### src/rtl/serial_port_pkg.sv
// Shared definitions for the bus serial port: register offsets, STATUS bit
// positions and the state encoding used by both the TX and RX engines.
package serial_port_pkg;

  localparam logic [15:0] STATUS_OFS = 16'd0;
  localparam logic [15:0] DATA_OFS   = 16'd1;

  localparam int ST_RX_READY    = 0;
  localparam int ST_TX_NOT_FULL = 1;
  localparam int ST_OVERRUN     = 2;
  localparam int ST_FRAMING_ERR = 3;
  localparam int ST_LOOPBACK    = 6;
  localparam int ST_TX_BUSY     = 7;

  typedef enum logic [1:0] {
    IDLE  = 2'd0,
    START = 2'd1,
    DATA  = 2'd2,
    STOP  = 2'd3
  } serial_state_e;

endpackage

### src/rtl/bus_serial_port_if.sv
// CPU6 system bus as seen by one memory-mapped responder.
interface bus_serial_port_if;
  logic [15:0] address;
  logic        write_en;
  logic [7:0]  data_c2r;
  logic [7:0]  data_r2c;

  modport master (output address, output write_en, output data_c2r, input data_r2c);
  modport slave  (input address, input write_en, input data_c2r, output data_r2c);
endinterface

### src/rtl/serial_rx_deser.sv
// 8N1 receiver: 2-flop synchroniser plus sampling FSM. Emits one-cycle pulses
// for a good byte (byte_valid/rx_byte) or a bad stop bit (framing_err_pulse).
module serial_rx_deser
  import serial_port_pkg::*;
#(
  parameter int CLKS_PER_BIT = 174
) (
  input  logic       clock,
  input  logic       reset,
  input  logic       rxd_in,
  output logic       byte_valid,
  output logic [7:0] rx_byte,
  output logic       framing_err_pulse
);

  localparam int CW = $clog2(CLKS_PER_BIT);
  localparam logic [CW-1:0] LAST    = CW'(CLKS_PER_BIT - 1);
  localparam logic [CW-1:0] HALF_M1 = CW'(CLKS_PER_BIT / 2 - 1);

  logic sync1_q, sync1_d, sync2_q, sync2_d, prev_q, prev_d;

  serial_state_e state_q;
  logic [CW-1:0] cnt_q;
  logic [2:0]    bit_idx_q;
  logic [7:0]    shift_q;
  logic          byte_valid_q, framing_err_q;

  always_comb begin
    sync1_d = rxd_in;
    sync2_d = sync1_q;
    prev_d  = sync2_q;
  end

  always_ff @(posedge clock or posedge reset) begin
    if (reset) begin
      sync1_q <= 1'b1;
      sync2_q <= 1'b1;
      prev_q  <= 1'b1;
    end else begin
      sync1_q <= sync1_d;
      sync2_q <= sync2_d;
      prev_q  <= prev_d;
    end
  end

  // A framing error drops straight to IDLE; the falling-edge detector then
  // naturally waits for the line to go high before the next frame.
  always_ff @(posedge clock or posedge reset) begin
    if (reset) begin
      state_q       <= IDLE;
      cnt_q         <= '0;
      bit_idx_q     <= '0;
      shift_q       <= '0;
      byte_valid_q  <= 1'b0;
      framing_err_q <= 1'b0;
    end else begin
      byte_valid_q  <= 1'b0;
      framing_err_q <= 1'b0;
      case (state_q)
        IDLE: begin
          if (prev_q && !sync2_q) begin
            state_q <= START;
            cnt_q   <= '0;
          end
        end
        START: begin
          if (cnt_q == HALF_M1) begin
            cnt_q     <= '0;
            bit_idx_q <= '0;
            state_q   <= sync2_q ? IDLE : DATA;
          end else begin
            cnt_q <= cnt_q + 1'b1;
          end
        end
        DATA: begin
          if (cnt_q == LAST) begin
            cnt_q     <= '0;
            shift_q   <= {sync2_q, shift_q[7:1]};
            bit_idx_q <= bit_idx_q + 1'b1;
            if (bit_idx_q == 3'd7) state_q <= STOP;
          end else begin
            cnt_q <= cnt_q + 1'b1;
          end
        end
        STOP: begin
          if (cnt_q == LAST) begin
            cnt_q   <= '0;
            state_q <= IDLE;
            if (sync2_q) byte_valid_q  <= 1'b1;
            else         framing_err_q <= 1'b1;
          end else begin
            cnt_q <= cnt_q + 1'b1;
          end
        end
        default: state_q <= IDLE;
      endcase
    end
  end

  assign byte_valid        = byte_valid_q;
  assign rx_byte           = shift_q;
  assign framing_err_pulse = framing_err_q;

endmodule

### src/rtl/bus_serial_port.sv
// Memory-mapped 8N1 serial console (STATUS at BASE_ADDR, DATA at BASE_ADDR+1)
// with a TX FIFO and one-byte RX holding register. SERIAL_LOOPBACK_EN adds STATUS bit6 loopback.
module bus_serial_port
  import serial_port_pkg::*;
#(
  parameter logic [15:0] BASE_ADDR    = 16'hF200,
  parameter int          CLKS_PER_BIT = 174,
  parameter int          TX_DEPTH     = 4
) (
  input  logic               clock,
  input  logic               reset,
  bus_serial_port_if.slave   bus,
  input  logic               rxd,
  output logic               txd
);

  localparam int AW = $clog2(TX_DEPTH);
  localparam int CW = $clog2(CLKS_PER_BIT);
  localparam logic [CW-1:0] TX_LAST     = CW'(CLKS_PER_BIT - 1);
  localparam logic [15:0]   STATUS_ADDR = BASE_ADDR + STATUS_OFS;
  localparam logic [15:0]   DATA_ADDR   = BASE_ADDR + DATA_OFS;

  logic sel_status, sel_data, rd_data, wr_data, wr_status, rx_pop;
  logic tx_push, tx_pop, fifo_full, fifo_empty, tx_busy;
  logic rx_in, byte_valid, framing_err_pulse;
  logic [7:0] rx_byte, status, fifo_head;

  logic [7:0]    fifo_mem [TX_DEPTH];
  logic [AW-1:0] wr_ptr_q, wr_ptr_d, rd_ptr_q, rd_ptr_d;
  logic [AW:0]   count_q, count_d;

  logic [7:0] rdata_q, rdata_d, rx_hold_q, rx_hold_d;
  logic rd_data_prev_q, rd_data_prev_d;
  logic rx_ready_q, rx_ready_d, overrun_q, overrun_d, framing_q, framing_d;

  serial_state_e tx_state_q;
  logic [CW-1:0] tx_cnt_q;
  logic [2:0]    tx_bit_q;
  logic [7:0]    tx_shift_q;
  logic          tx_line_q;

`ifdef SERIAL_LOOPBACK_EN
  logic loopback_q, loopback_d;
`endif

  always_comb begin
    sel_status = (bus.address == STATUS_ADDR);
    sel_data   = (bus.address == DATA_ADDR);
    rd_data    = sel_data & ~bus.write_en;
    wr_data    = sel_data & bus.write_en;
    wr_status  = sel_status & bus.write_en;
    rx_pop     = rd_data & ~rd_data_prev_q;
    fifo_full  = (count_q == (AW+1)'(TX_DEPTH));
    fifo_empty = (count_q == '0);
    fifo_head  = fifo_mem[rd_ptr_q];
    tx_busy    = ~fifo_empty | (tx_state_q != IDLE);
    tx_pop     = ~fifo_empty &
                 ((tx_state_q == IDLE) || (tx_state_q == STOP && tx_cnt_q == TX_LAST));
    tx_push    = wr_data & (~fifo_full | tx_pop);
  end

  always_comb begin
    status                 = 8'h00;
    status[ST_RX_READY]    = rx_ready_q;
    status[ST_TX_NOT_FULL] = ~fifo_full;
    status[ST_OVERRUN]     = overrun_q;
    status[ST_FRAMING_ERR] = framing_q;
    status[ST_TX_BUSY]     = tx_busy;
`ifdef SERIAL_LOOPBACK_EN
    status[ST_LOOPBACK]    = loopback_q;
`endif
  end

  // Byte delivery beats a same-cycle DATA-read pop, and a new error beats a
  // same-cycle STATUS-write clear.
  always_comb begin
    rd_data_prev_d = rd_data;
    rdata_d        = 8'h00;
    if (!bus.write_en && sel_status) rdata_d = status;
    else if (rd_data)                rdata_d = rx_hold_q;
    rx_hold_d  = byte_valid ? rx_byte : rx_hold_q;
    rx_ready_d = byte_valid | (rx_ready_q & ~rx_pop);
    overrun_d  = (overrun_q & ~wr_status) | (byte_valid & rx_ready_q & ~rx_pop);
    framing_d  = (framing_q & ~wr_status) | framing_err_pulse;
    wr_ptr_d   = wr_ptr_q + AW'(tx_push);
    rd_ptr_d   = rd_ptr_q + AW'(tx_pop);
    count_d    = count_q + (AW+1)'(tx_push) - (AW+1)'(tx_pop);
`ifdef SERIAL_LOOPBACK_EN
    loopback_d = wr_status ? bus.data_c2r[ST_LOOPBACK] : loopback_q;
`endif
  end

  always_ff @(posedge clock or posedge reset) begin
    if (reset) begin
      rdata_q        <= 8'h00;
      rx_hold_q      <= 8'h00;
      rd_data_prev_q <= 1'b0;
      rx_ready_q     <= 1'b0;
      overrun_q      <= 1'b0;
      framing_q      <= 1'b0;
      wr_ptr_q       <= '0;
      rd_ptr_q       <= '0;
      count_q        <= '0;
`ifdef SERIAL_LOOPBACK_EN
      loopback_q     <= 1'b0;
`endif
    end else begin
      rdata_q        <= rdata_d;
      rx_hold_q      <= rx_hold_d;
      rd_data_prev_q <= rd_data_prev_d;
      rx_ready_q     <= rx_ready_d;
      overrun_q      <= overrun_d;
      framing_q      <= framing_d;
      wr_ptr_q       <= wr_ptr_d;
      rd_ptr_q       <= rd_ptr_d;
      count_q        <= count_d;
`ifdef SERIAL_LOOPBACK_EN
      loopback_q     <= loopback_d;
`endif
    end
  end

  always_ff @(posedge clock) begin
    if (tx_push) fifo_mem[wr_ptr_q] <= bus.data_c2r;
  end

  // STOP pops the next byte on its last clock so frames run back to back.
  always_ff @(posedge clock or posedge reset) begin
    if (reset) begin
      tx_state_q <= IDLE;
      tx_cnt_q   <= '0;
      tx_bit_q   <= '0;
      tx_shift_q <= '0;
      tx_line_q  <= 1'b1;
    end else begin
      case (tx_state_q)
        IDLE: begin
          if (tx_pop) begin
            tx_state_q <= START;
            tx_shift_q <= fifo_head;
            tx_line_q  <= 1'b0;
            tx_cnt_q   <= '0;
          end
        end
        START: begin
          if (tx_cnt_q == TX_LAST) begin
            tx_state_q <= DATA;
            tx_cnt_q   <= '0;
            tx_bit_q   <= '0;
            tx_line_q  <= tx_shift_q[0];
          end else begin
            tx_cnt_q <= tx_cnt_q + 1'b1;
          end
        end
        DATA: begin
          if (tx_cnt_q == TX_LAST) begin
            tx_cnt_q <= '0;
            if (tx_bit_q == 3'd7) begin
              tx_state_q <= STOP;
              tx_line_q  <= 1'b1;
            end else begin
              tx_bit_q   <= tx_bit_q + 1'b1;
              tx_shift_q <= {1'b0, tx_shift_q[7:1]};
              tx_line_q  <= tx_shift_q[1];
            end
          end else begin
            tx_cnt_q <= tx_cnt_q + 1'b1;
          end
        end
        STOP: begin
          if (tx_cnt_q == TX_LAST) begin
            tx_cnt_q <= '0;
            if (tx_pop) begin
              tx_state_q <= START;
              tx_shift_q <= fifo_head;
              tx_line_q  <= 1'b0;
            end else begin
              tx_state_q <= IDLE;
            end
          end else begin
            tx_cnt_q <= tx_cnt_q + 1'b1;
          end
        end
        default: tx_state_q <= IDLE;
      endcase
    end
  end

`ifdef SERIAL_LOOPBACK_EN
  assign rx_in = loopback_q ? tx_line_q : rxd;
  assign txd   = loopback_q ? 1'b1 : tx_line_q;
`else
  assign rx_in = rxd;
  assign txd   = tx_line_q;
`endif

  assign bus.data_r2c = rdata_q;

  serial_rx_deser #(.CLKS_PER_BIT(CLKS_PER_BIT)) u_rx (
    .clock             (clock),
    .reset             (reset),
    .rxd_in            (rx_in),
    .byte_valid        (byte_valid),
    .rx_byte           (rx_byte),
    .framing_err_pulse (framing_err_pulse)
  );

endmodule

### src/flat_wrapper.sv
// flat-port wrapper written by rule: the top's interface ports become plain ports
module bus_serial_port_flat import serial_port_pkg::*;
#(
  parameter logic [15:0] BASE_ADDR    = 16'hF200,
  parameter int          CLKS_PER_BIT = 174,
  parameter int          TX_DEPTH     = 4
)
  (clock, reset, rxd, txd, bus_address, bus_write_en, bus_data_c2r, bus_data_r2c);
  bus_serial_port_if bus_i ();
  input  logic clock;
  input  logic reset;
  input  logic rxd;
  output logic txd;
  input wire logic [$bits(bus_i.address)-1:0] bus_address;
  input wire logic [$bits(bus_i.write_en)-1:0] bus_write_en;
  input wire logic [$bits(bus_i.data_c2r)-1:0] bus_data_c2r;
  output wire logic [$bits(bus_i.data_r2c)-1:0] bus_data_r2c;
  assign bus_i.address = bus_address;
  assign bus_i.write_en = bus_write_en;
  assign bus_i.data_c2r = bus_data_c2r;
  assign bus_data_r2c = bus_i.data_r2c;
  bus_serial_port #(.BASE_ADDR(BASE_ADDR), .CLKS_PER_BIT(CLKS_PER_BIT), .TX_DEPTH(TX_DEPTH)) u_core (.clock(clock), .reset(reset), .bus(bus_i), .rxd(rxd), .txd(txd));
endmodule
### config.mk
export PLATFORM = sky130hd
export DESIGN_NAME = bus_serial_port_flat
export DESIGN_NICKNAME = d
export VERILOG_FILES = /design/src/rtl/serial_port_pkg.sv /design/src/rtl/bus_serial_port_if.sv /design/src/rtl/serial_rx_deser.sv /design/src/rtl/bus_serial_port.sv /design/src/flat_wrapper.sv
export SDC_FILE = /design/constraint.sdc
export NUM_CORES = 1
export LEC_CHECK = 0
export ABC_AREA = 1
export CAP_MARGIN = 25
export CELL_PAD_IN_SITES_DETAIL_PLACEMENT = 1
export CELL_PAD_IN_SITES_GLOBAL_PLACEMENT = 1
export CORE_UTILIZATION = 45
export DETAILED_ROUTE_END_ITERATION = 16
export PLACE_DENSITY = 0.75
export RECOVER_POWER = 25
export SKIP_CTS_REPAIR_TIMING = 1
export SYNTH_ARGS = -nofsm -noshare
export SYNTH_HDL_FRONTEND = slang
export SYNTH_SLANG_ARGS = --single-unit
### constraint.sdc
create_clock -name clock -period 2.8 [get_ports clock]
set_clock_uncertainty 0.05 [all_clocks]
set_input_delay 0.56 -clock clock [delete_from_list [all_inputs] [get_ports clock]]
set_output_delay 0.56 -clock clock [all_outputs]
set_load 0.05 [all_outputs]
* Yosys cells after proc, flatten, opt, wreduce, memory -nomap -nowiden
Memories as Yosys holds them, arrays and structs flattened. Index checks and enable logic that the tools add are counted. Widths: inputs -> output; s select.
Storage, ports and cells: input bits 28, word-level logic and storage cells 150, memories 1, bits in latches 0, RAM bits 32, output and inout bits 9, ROM bits 0, flip-flop bits (word level) 75
Operators by class: $mul 0, divide/modulo/power cells 0, reductions and logical operators 22, shift operators 0, eq/ne operators 25, bitwise gates (word level) 22, $lt $le $gt $ge 0, mux-type cells 49, add/sub/neg operators 8
Memories:
- u_core.fifo_mem | depth 4, bits a word 8, rd ports 1, clocked after Yosys merged registers in 0, write ports 1, RTL line bus_serial_port.sv:28 | logic [7:0] fifo_mem [TX_DEPTH];
Operator list (count):
- $mux 8 | 11
- $pmux 8 s3 | 2
- $eq 16x16->1 const B | 2
- $mux 2 | 11
- $add 8x1->8 const B | 2
- $eq 8x8->1 const B | 2
- $pmux 2 s4 | 2
- $pmux 8 s2 | 1
- $mux 3 | 5
- $mux 1 | 14
- $ne 2x2->1 const B | 7
- $pmux 3 s2 | 2
- $and 1x1->1 | 11
- $reduce_and 5->1 | 2
- $eq 3x3->1 const B | 3
- $eq 2x2->1 const B | 4
- $eq 8x7->1 const B | 1
- $ne 2x1->1 const B | 4
- $reduce_and 4->1 | 2
- $add 3x1->3 const B | 2
- $not 1->1 | 6
- $reduce_and 3->1 | 2
- $reduce_bool 2->1 | 3
- $or 1x1->1 | 5
- other kinds (14) | 20

* Longest topological paths before layout
Gate-level depths: netlist of run 1.
depth in word-level cells 8, depth in mapped cells 14

* By module
From an unflattened synthesis of run 1, not the netlist that was laid out.
Unflattened totals: cell total of the unflattened synthesis 548, area total of the unflattened synthesis 5073.6 um^2
Modules (own cells, without submodules):
- bus_serial_port | area each 3812.4 um^2, instances 1, seq. area each 2188.3 um^2, cells an instance 402
- serial_rx_deser | area each 1261.2 um^2, instances 1, seq. area each 654.4 um^2, cells an instance 146

* Least setup slack after synthesis of run 1
Ideal clock, no wire load.
kind register to register, from reg u_core.tx_state_q[1], to reg u_core.count_q[2], path slack 0.431 ns, library setup time 0.122 ns, cell stages (with the launch flop) 13, required time 2.628 ns, path buffers 0, arrival time 2.197 ns, cell sequence dfrtp_1 inv_1 ha_1 inv_1 a22oi_1 nand2_4 inv_1 ha_1 inv_1 ha_1 inv_1 fa_1 xor2_1
Between the ends: longest elaborated chain between the ends 8
Ends and longest elaborated chain:
- start: declaration | RTL line bus_serial_port.sv:36 | serial_state_e tx_state_q;
- start signal: assignment | RTL line bus_serial_port.sv:130 | tx_state_q <= IDLE;
- start signal: assignment | RTL line bus_serial_port.sv:139 | tx_state_q <= START;
- start signal: assignment | RTL line bus_serial_port.sv:147 | tx_state_q <= DATA;
- $eq 2x2->1 | RTL line bus_serial_port.sv:58 | ((tx_state_q == IDLE) || (tx_state_q == STOP && tx_cnt_q == TX_LAST));
- $logic_and 1x1->1 | RTL line bus_serial_port.sv:58
- $logic_or 1x1->1 (*) | RTL line bus_serial_port.sv:58
- $and 1x1->1 (*) | RTL line bus_serial_port.sv:57 | tx_pop = ~fifo_empty &
- $or 1x1->1 | RTL line bus_serial_port.sv:59 | tx_push = wr_data & (~fifo_full | tx_pop);
- $and 1x1->1 | RTL line bus_serial_port.sv:59
- $add 3x1->3 | RTL line bus_serial_port.sv:87 | count_d = count_q + (AW+1)'(tx_push) - (AW+1)'(tx_pop);
- $sub 3x1->3 (*) | RTL line bus_serial_port.sv:87
- via u_core.count_d[2] | RTL line bus_serial_port.sv:30 | logic [AW:0] count_q, count_d;
- end signal: assignment | RTL line bus_serial_port.sv:116 | count_q <= count_d;
- end: declaration | RTL line bus_serial_port.sv:30
Mark *: on every way through the listed nets, which the timed path passes. The rest lies on a longest branch. A chain may end at the register's enable or synchronous reset.

* Worst setup path in the final report of run 1
Same ends and word-level chain as after synthesis.

==> results of run 1 <==
==> area by class of cell <==
cell class	instances	area [sq um]
fillers	1219	4770
flip-flops and latches	107	2840
multi-input cells	344	1820
repair buffers	47	440
inverters	61	229
well taps	136	170
clock buffers	11	151
clock inverters	5	33.8
==> cell families (layout without fill, tap and decap cells) <==
kind of cell,after synthesis,after routing,synth area share
AND/OR/NAND/NOR,251,251,0.224
flip-flops,107,107,0.576
buffers and inverters,70,124,0.0565
AO/OA/AOI/OAI,61,61,0.0709
adder cells (fa/ha/maj),19,19,0.0497
XOR/XNOR,13,13,0.0231
==> stage by stage <==
step,hold WS (ns),instances
after detailed placement,0.298,695
after floorplan,0.295,521
after CTS,0.313,711
final,0.316,711
after global routing,0.326,711
after global placement,0.296,695
==> power breakdown <==
group / total, mW / switching, mW / leakage [nW] / internal, mW
registers: 2.01 / 0.198 / 1.27 / 1.81
clock network: 0.905 / 0.529 / 0.100 / 0.376
logic: 1.52 / 0.979 / 1.23 / 0.542
total: 4.43 / 1.71 / 2.61 / 2.73
==> registers in the layout, summed over array words and instances, names as in the netlist, 2 cells and up, named ones only <==
signal / count
u_core.tx_bit_q: 3
u_core.tx_state_q: 2
u_core.fifo_mem: 32
u_core.rd_ptr_q: 2
u_core.tx_cnt_q: 8
u_core.count_q: 3
u_core.u_rx.cnt_q: 8
u_core.u_rx.rx_byte: 8
u_core.u_rx.bit_idx_q: 3
u_core.wr_ptr_q: 2
u_core.rx_hold_q: 8
u_core.bus.data_r2c: 8
u_core.tx_shift_q: 8
==> final timing paths <==
| check | end | startpoint | cells after the start | slack [ns] |
|---|---|---|---|---|
| min in group asynchronous | async pin | reset | 2 | 0.59 |
| min reg2reg | u_core.u_rx.prev_d$_DFF_PP1_ | u_core.u_rx.sync1_q$_DFF_PP1_ | 0 | 0.32 |
| max in group asynchronous | u_core.tx_shift_q[1]$_DFFE_PP0P_ | reset | 3 | 0.68 |
| max | u_core.count_q[2]$_DFF_PP0_ | u_core.tx_state_q[1]$_DFFE_PP0P_ | 12 | 0.18 |
| max reg2reg | u_core.count_q[2]$_DFF_PP0_ | u_core.tx_state_q[1]$_DFFE_PP0P_ | 12 | 0.18 |
| min | u_core.u_rx.prev_d$_DFF_PP1_ | u_core.u_rx.sync1_q$_DFF_PP1_ | 0 | 0.32 |
==> layer usage <==
metal  wire (um)  share of wire  vias up  GRT usage
li1            -              -     1803          -
met1        4660           0.43     1809      0.258
met2        5660           0.52       30      0.386
met3         316          0.029       15     0.0614
met4         174          0.016        0     0.0665
met5           0              0        -          0
==> placed cells by master (no fill, tap or decap), types with 2 or more instances in the layout <==
cell type	instances
a21oi_1	7
buf_4	10
clkbuf_8	11
clkdlybuf4s50_1	26
clkinv_2	2
dfrtp_1	71
dfstp_2	3
dlygate4sd3_1	10
edfxtp_1	32
ha_1	18
inv_1	58
inv_2	2
inv_6	2
nand2_1	140
nand2_2	2
nand2_4	4
nand3_1	50
nand3b_1	2
nand4_1	10
nor2_1	33
nor3_1	7
o21ai_0	27
o21ai_1	9
o21ai_2	3
o22ai_1	9
xnor2_1	2
xor2_1	11
==> critical path: stages (launching register included) <==
cell     delay, ns
dfrtp_1       0.43
inv_1         0.13
ha_1          0.25
inv_1         0.14
a22oi_2       0.26
nand2_4       0.12
inv_1         0.11
ha_1          0.23
inv_1         0.06
ha_1          0.14
inv_1         0.05
fa_1          0.38
xor2_1        0.17
==> run summary, run 1 <==
The flow ran to the end, and the final reports show no timing, DRC or antenna violations. During placement, the flow inserted port buffers numbering 36. For the headroom to the max-slew limit, the log shows 0.268. Yosys mapped the design onto 36 distinct sky130hd cell types.

The register bit count reported by yosys is 107. The placed instances occupy a cell area of 5510 sq um. The number of synthesized flops with an enable pin came out at 32. The worst path needs 2.62 ns of the cycle, external delays included.

Width of the die: 107 um. STA classifies the critical path startpoint as a flop. For the worst setup path, the data required time is 3.03 ns. Summed over all cells, the static leakage comes to 2.61 nW.

In the post-synthesis netlist, the cell with the most instances is nand2_1. The y dimension of the die was 107 um. In the final routed layout, each cell accounts on average for 15.2 um. The fraction of final layout cells with drive strength greater than 1 works out to 0.0800. The number of nets handed over by synthesis was 568. The count of nets left with antenna violations once routing finished came out at 0. The logs give 5690 sq um for the final design instance area without fill and 8110 um for the estimated wirelength of the detail-placed design. The design draws 4.43 mW.

After detailed routing, the number of vias per cell comes to 5.14. The share of flip-flops with an asynchronous set or reset came out at 0.701. For the largest voltage drop on the vdd net, the log shows 548 uV. The tools report the total wirelength of the detailed-routed design as 10800 um. Root cell of the clock tree: clkbuf_8. The area overhead of the layout relative to synthesis was 15.2%. CTS built an H-tree with a depth of 3. The routed layout has 3657 vias. In the final timing run, aggregate negative setup slack is 0 ns.

The tools report the initial cell density of the core as 0.472. The cell type with the highest aggregate area in the netlist was dfrtp_1. The run gives 0.219 as the total global routing track utilization. TritonCTS built the clock tree. By area the synthesized netlist is led by dfrtp_1 36%, edfxtp_1 19%, nand2_1 11%. For the number of pins with negative max-slew slack in the final report, the log shows 0. The type of destination of the critical path was a flop.

Setup repair after global routing left no endpoint under its margin. The setup path with the least slack is of type reg2reg. After floorplanning, the core was divided into 37 placement rows.

In this run the deepest clock path goes through 2 buffers. Setup violations remaining at the end of the flow were counted as 0. After the first detailed-routing iteration, the DRC count stood at 136. The post-synthesis instance total is 521, and the fraction of the yosys area taken by sequential cells is 0.576.

The die covers 11400 sq um. The final layout contains 617 nets. The count of endpoints failing hold in the final timing report is 0. Along the worst path, the maximum fanout reaches 4.

The first global-routing pass estimated 19100 um of wire. The initial antenna violation count came out at 0. Entering global routing, the biggest net connects 46 pins.

The number of max-cap violations is 0. The sink count of the clock tree is 107, and the share of the core filled with cells is 0.544. Ranked by instance count, the synthesized netlist is headed by 140 x nand2_1, 71 x dfrtp_1, 58 x inv_1, 50 x nand3_1, 33 x nor2_1.

In this run the cell area of the synthesized design comes to 4940 sq um. For the final critical-path setup slack, the log shows 0.181 ns. The clock transition at the register clock pins on the worst setup and hold paths after CTS was 0.10 ns. At the pin with the least slew margin, the transition time is 1.10 ns. The total I/O pin count was 37. For this design the ratio of total power to cell area is 779 nW/um^2. The pre-antenna-repair detailed-routing pass consisted of 4 iterations. The achievable frequency was 382 MHz; the post-synthesis area per instance was 9.48 sq um.

The worst hold path belongs to the class reg2reg. For the worst setup path, the data arrival time is 2.85 ns. The share of the clock period used by the worst path was 0.935.

The logs give 0.805 for the final RePlAce weighted congestion and 9 for the number of buffers added by the clock tree synthesis step. The region available for standard cell placement spans 10500 sq um. Among all flip-flop cells after synthesis, the most frequent one is dfrtp_1. Timing analysis after detailed placement gives a worst setup slack of -0.0676 ns. The logs give 0 for the number of diodes added for antenna fixing and 0 for the number of remaining DRC errors. The number of global-route vias before repair is 3973, and the insertion delay to the later sink of the worst-skew pair is 0.39 ns. The total overflow left after global routing is 0. The top cell type's share of synthesized area is 0.360. The tools report the number of warnings printed during yosys synthesis as 0.
Note: power is estimated with default switching activity, not from simulation.
==> run 2, diff against run 1 <==
--- a/config.mk
+++ b/config.mk
@@ -9,11 +9,13 @@
 export CAP_MARGIN = 25
 export CELL_PAD_IN_SITES_DETAIL_PLACEMENT = 1
 export CELL_PAD_IN_SITES_GLOBAL_PLACEMENT = 1
+export CORE_MARGIN = 4
 export CORE_UTILIZATION = 45
 export DETAILED_ROUTE_END_ITERATION = 16
 export PLACE_DENSITY = 0.75
 export RECOVER_POWER = 25
 export SKIP_CTS_REPAIR_TIMING = 1
+export SLEW_MARGIN = 10
 export SYNTH_ARGS = -nofsm -noshare
 export SYNTH_HDL_FRONTEND = slang
 export SYNTH_SLANG_ARGS = --single-unit
==> run 2 against run 1 <==
  * The flow now finishes with violations (capacitance limit, slew limit)
  * Sequential power about the same
  * Clock power increased by 10%
  * Worst hold slack got worse by 0.0012 ns
  * Die area increased by 12%
  * Non-clock buffer count increased by 1
  * Critical path depth unchanged
  * Maximum frequency increased by 1.8%
  * Final area increased by 0.55%
  * Worst setup slack improved by 0.046 ns
  * Largest power group unchanged
==> run summary, run 2 (same netlist as run 1, synthesis figures left out) <==
The tools report the final RePlAce weighted congestion as 0.798 (was 0.805). The number of iterations in the first detailed-routing pass is 4 (unchanged), and the sink count of the clock tree is 107 (unchanged). The initial cell density of the core came out at 0.470 (was 0.472).

The largest voltage drop on the vdd net is 486 uV (was 548 uV), and the total global routing track utilization is 0.188 (was 0.219). Share of the clock period used by the worst path: 0.919 (was 0.935). The area overhead of the layout relative to synthesis came out at 15.8% (was 15.2%).

The width of the die was 113 um (was 107 um). The y dimension of the die was 113 um (was 107 um); the estimated wirelength of the detail-placed design was 8320 um (was 8110 um). The filler-free cell count of the finished design was 712 (was 711).

The largest register by flop count was u_core.fifo_mem (unchanged). The net load switching power is 1.72 mW (was 1.71 mW), and the quantity of I/O buffers inserted on ports is 36 (unchanged). The number of buffers added by the clock tree synthesis step is 9 (unchanged).

The area taken by flip-flops and latches was 2840 sq um (unchanged); the leakage power was 2.62 nW (was 2.61 nW). The area taken by multi-input logic gates was 1820 sq um (unchanged); the number of max-cap violations was 1 (was 0). The proportion of power drawn by flip-flops and latches is 0.443 (was 0.452), and the number of pins with negative max-slew slack in the final report is 76 (was 0).

The logs give 0.544 (about the same) for the share of the core filled with cells and 3672 (was 3657) for the total via count in the routed design. The tools report the sum of negative setup slack as 0 ns (unchanged). The register-to-register path setup slack is 0.23 ns (was 0.18 ns). The worst hold path depth is 0 (unchanged). The critical path start-end classification was reg2reg (unchanged). The average routed wire per standard cell came out at 15.6 um (was 15.2 um).

TritonCTS built the clock tree. The tools report the clock group share of total power as 0.219 (was 0.204). The highest net fanout along the worst path is 4 (unchanged), and the cell-internal power is 2.83 mW (was 2.73 mW).

Number of inserted filler cells in the final layout: 1211 (was 1219). The count of endpoints failing hold in the final timing report was 0 (unchanged). The headroom to the max-slew limit is -0.235 (was 0.268), and the fraction of final layout cells with drive strength greater than 1 is 0.0799 (was 0.0800).

The power per cell area is 794 nW/um^2 (was 779 nW/um^2). The final reports fail on capacitance limit, slew limit. The number of H-tree levels is 3 (unchanged). Setup repair after global routing left no endpoint under its margin.

The worst slack at placement came out at -0.0741 ns (was -0.0676 ns). Startpoint of the tightest hold check path: u_core.u_rx.sync1_q$_DFF_PP1_ (unchanged). The shortest clock period the worst path allows after layout was 2.57 ns (was 2.62 ns).

The path category of the worst min-delay check is reg2reg (unchanged). The run gives 2.80 ns (was 2.85 ns) as the worst endpoint data arrival time. The initial antenna violation count was 0 (unchanged). The number of remaining DRC errors is 0 (unchanged). The run gives 76 (was 46) as the largest net degree at the start of global routing. The run gives 10500 sq um (about the same) as the area inside the core boundary. The tools report the worst-case hold slack as 0.315 ns (was 0.316 ns). Launching element of the worst setup path: u_core.tx_state_q[1]$_DFFE_PP0P_ (unchanged). The mean number of vias per cell was 5.16 (was 5.14); the number of buffers between clock root and the deepest sink was 2 (unchanged). The wire length of the first global-routing pass is 19000 um (was 19100 um), and the data required time at the worst endpoint is 3.03 ns (about the same). The depth of the worst register-to-register path is 12 (unchanged). The type of destination of the critical path is a flop (unchanged).

The tools report the hold path endpoint as u_core.u_rx.prev_d$_DFF_PP1_ (unchanged). The flip-flop count of the largest register after layout came out at 32 (unchanged). The critical path startpoint category was a flop (unchanged). The launch instance of the worst register-to-register path was u_core.tx_state_q[1]$_DFFE_PP0P_ (unchanged). The insertion delay to the later sink of the worst-skew pair was 0.39 ns (about the same); the residual overflow from global routing was 0 (unchanged). The root cell of the clock tree was clkbuf_8 (unchanged). The run gives 37 (unchanged) as the floorplan row count.

The number of global-route vias before repair was 4030 (was 3973); the number of nets still failing antenna checks after routing was 0 (unchanged). The total wirelength of the detailed-routed design was 11100 um (was 10800 um). The clock transition at the register clock pins on the worst setup and hold paths after CTS works out to 0.10 ns (about the same).

The number of diodes added for antenna fixing came out at 0 (unchanged). The run gives 0.338 (was 0.343) as the proportion of power drawn by combinational gates. The total power is 4.54 mW (was 4.43 mW).

The final design instance area without fill was 5720 sq um (was 5690 sq um). The leading cell type in the layout, fill and taps excluded is nand2_1 (unchanged). For the final-stage net count, the log shows 618 (was 617). Share of total power consumed by net switching: 0.378 (was 0.385). The run finished, with violations left.

Terminus of the critical flop-to-flop path: u_core.count_q[2]$_DFF_PP0_ (unchanged). Highest-count cells in the layout ignoring fill and taps: 140 x nand2_1, 71 x dfrtp_1, 57 x inv_1, 50 x nand3_1, 33 x nor2_1 (was 140 x nand2_1, 71 x dfrtp_1, 58 x inv_1, 50 x nand3_1, 33 x nor2_1). For the total I/O pin count, the log shows 37 (unchanged). The run gives 0.227 ns (was 0.181 ns) as the final critical-path setup slack.

The number of placed cells counting well taps was 696 (was 695); the actual slew at the worst max-slew pin was 1.85 ns (was 1.10 ns). The logs give 118 (was 136) for the initial detailed-routing violation count and 389 MHz (was 382 MHz) for the achievable frequency. For the instance area at placement, the log shows 5520 sq um (was 5510 sq um).

The tools report the area enclosed by the die boundary as 12700 sq um (was 11400 sq um). The tools report the final setup violation count as 0 (unchanged).
-- run 2: cell type report --
cell class                 count  area share
clock inverter                 5     0.00984
sequential                   107       0.497
timing repair buffer          48      0.0783
multi-input combinational    344       0.318
inverter                      61      0.0400
clock buffer                  11      0.0267
tap                          136      0.0297
-- run 2: worst max path at each step --
stage	end	slack, ns	cells past startpoint
floorplan	async pin	0.29	1
global placement	u_core.count_q[2]$_DFF_PP0_	0.03	12
detailed placement	u_core.count_q[2]$_DFF_PP0_	-0.07	12
CTS	u_core.count_q[2]$_DFF_PP0_	0.11	12
global route	u_core.count_q[2]$_DFF_PP0_	0.02	12
finish	u_core.count_q[2]$_DFF_PP0_	0.23	12
-- run 2: routing by layer --
layer  wire length (um)  global-route usage  vias up
met3                280              0.0535       10
li1                   -                   -     1805
met5                  0                   0        -
met1               4560               0.217     1831
met2               6130               0.342       26
met4                136              0.0465        0
-- run 2: power by group through the flow --
stage               Combinational, mW  Clock [mW]  Sequential, mW
finish                           1.54       0.996            2.01
global placement                 1.45           0            2.02
floorplan                        1.13           0            1.98
global route                     1.77        1.12            2.04
detailed placement               1.56           0            2.04
CTS                              1.57        1.04            2.01
-- run 2: critical path, stage by stage (launching register included) --
cell and delay [ns]:
dfrtp_1 0.43, inv_1 0.15, ha_1 0.23, inv_1 0.13, a22oi_2 0.24, nand2_4 0.11, inv_1 0.10, ha_1 0.23
inv_1 0.06, ha_1 0.13, inv_1 0.05, fa_1 0.37, xor2_1 0.17
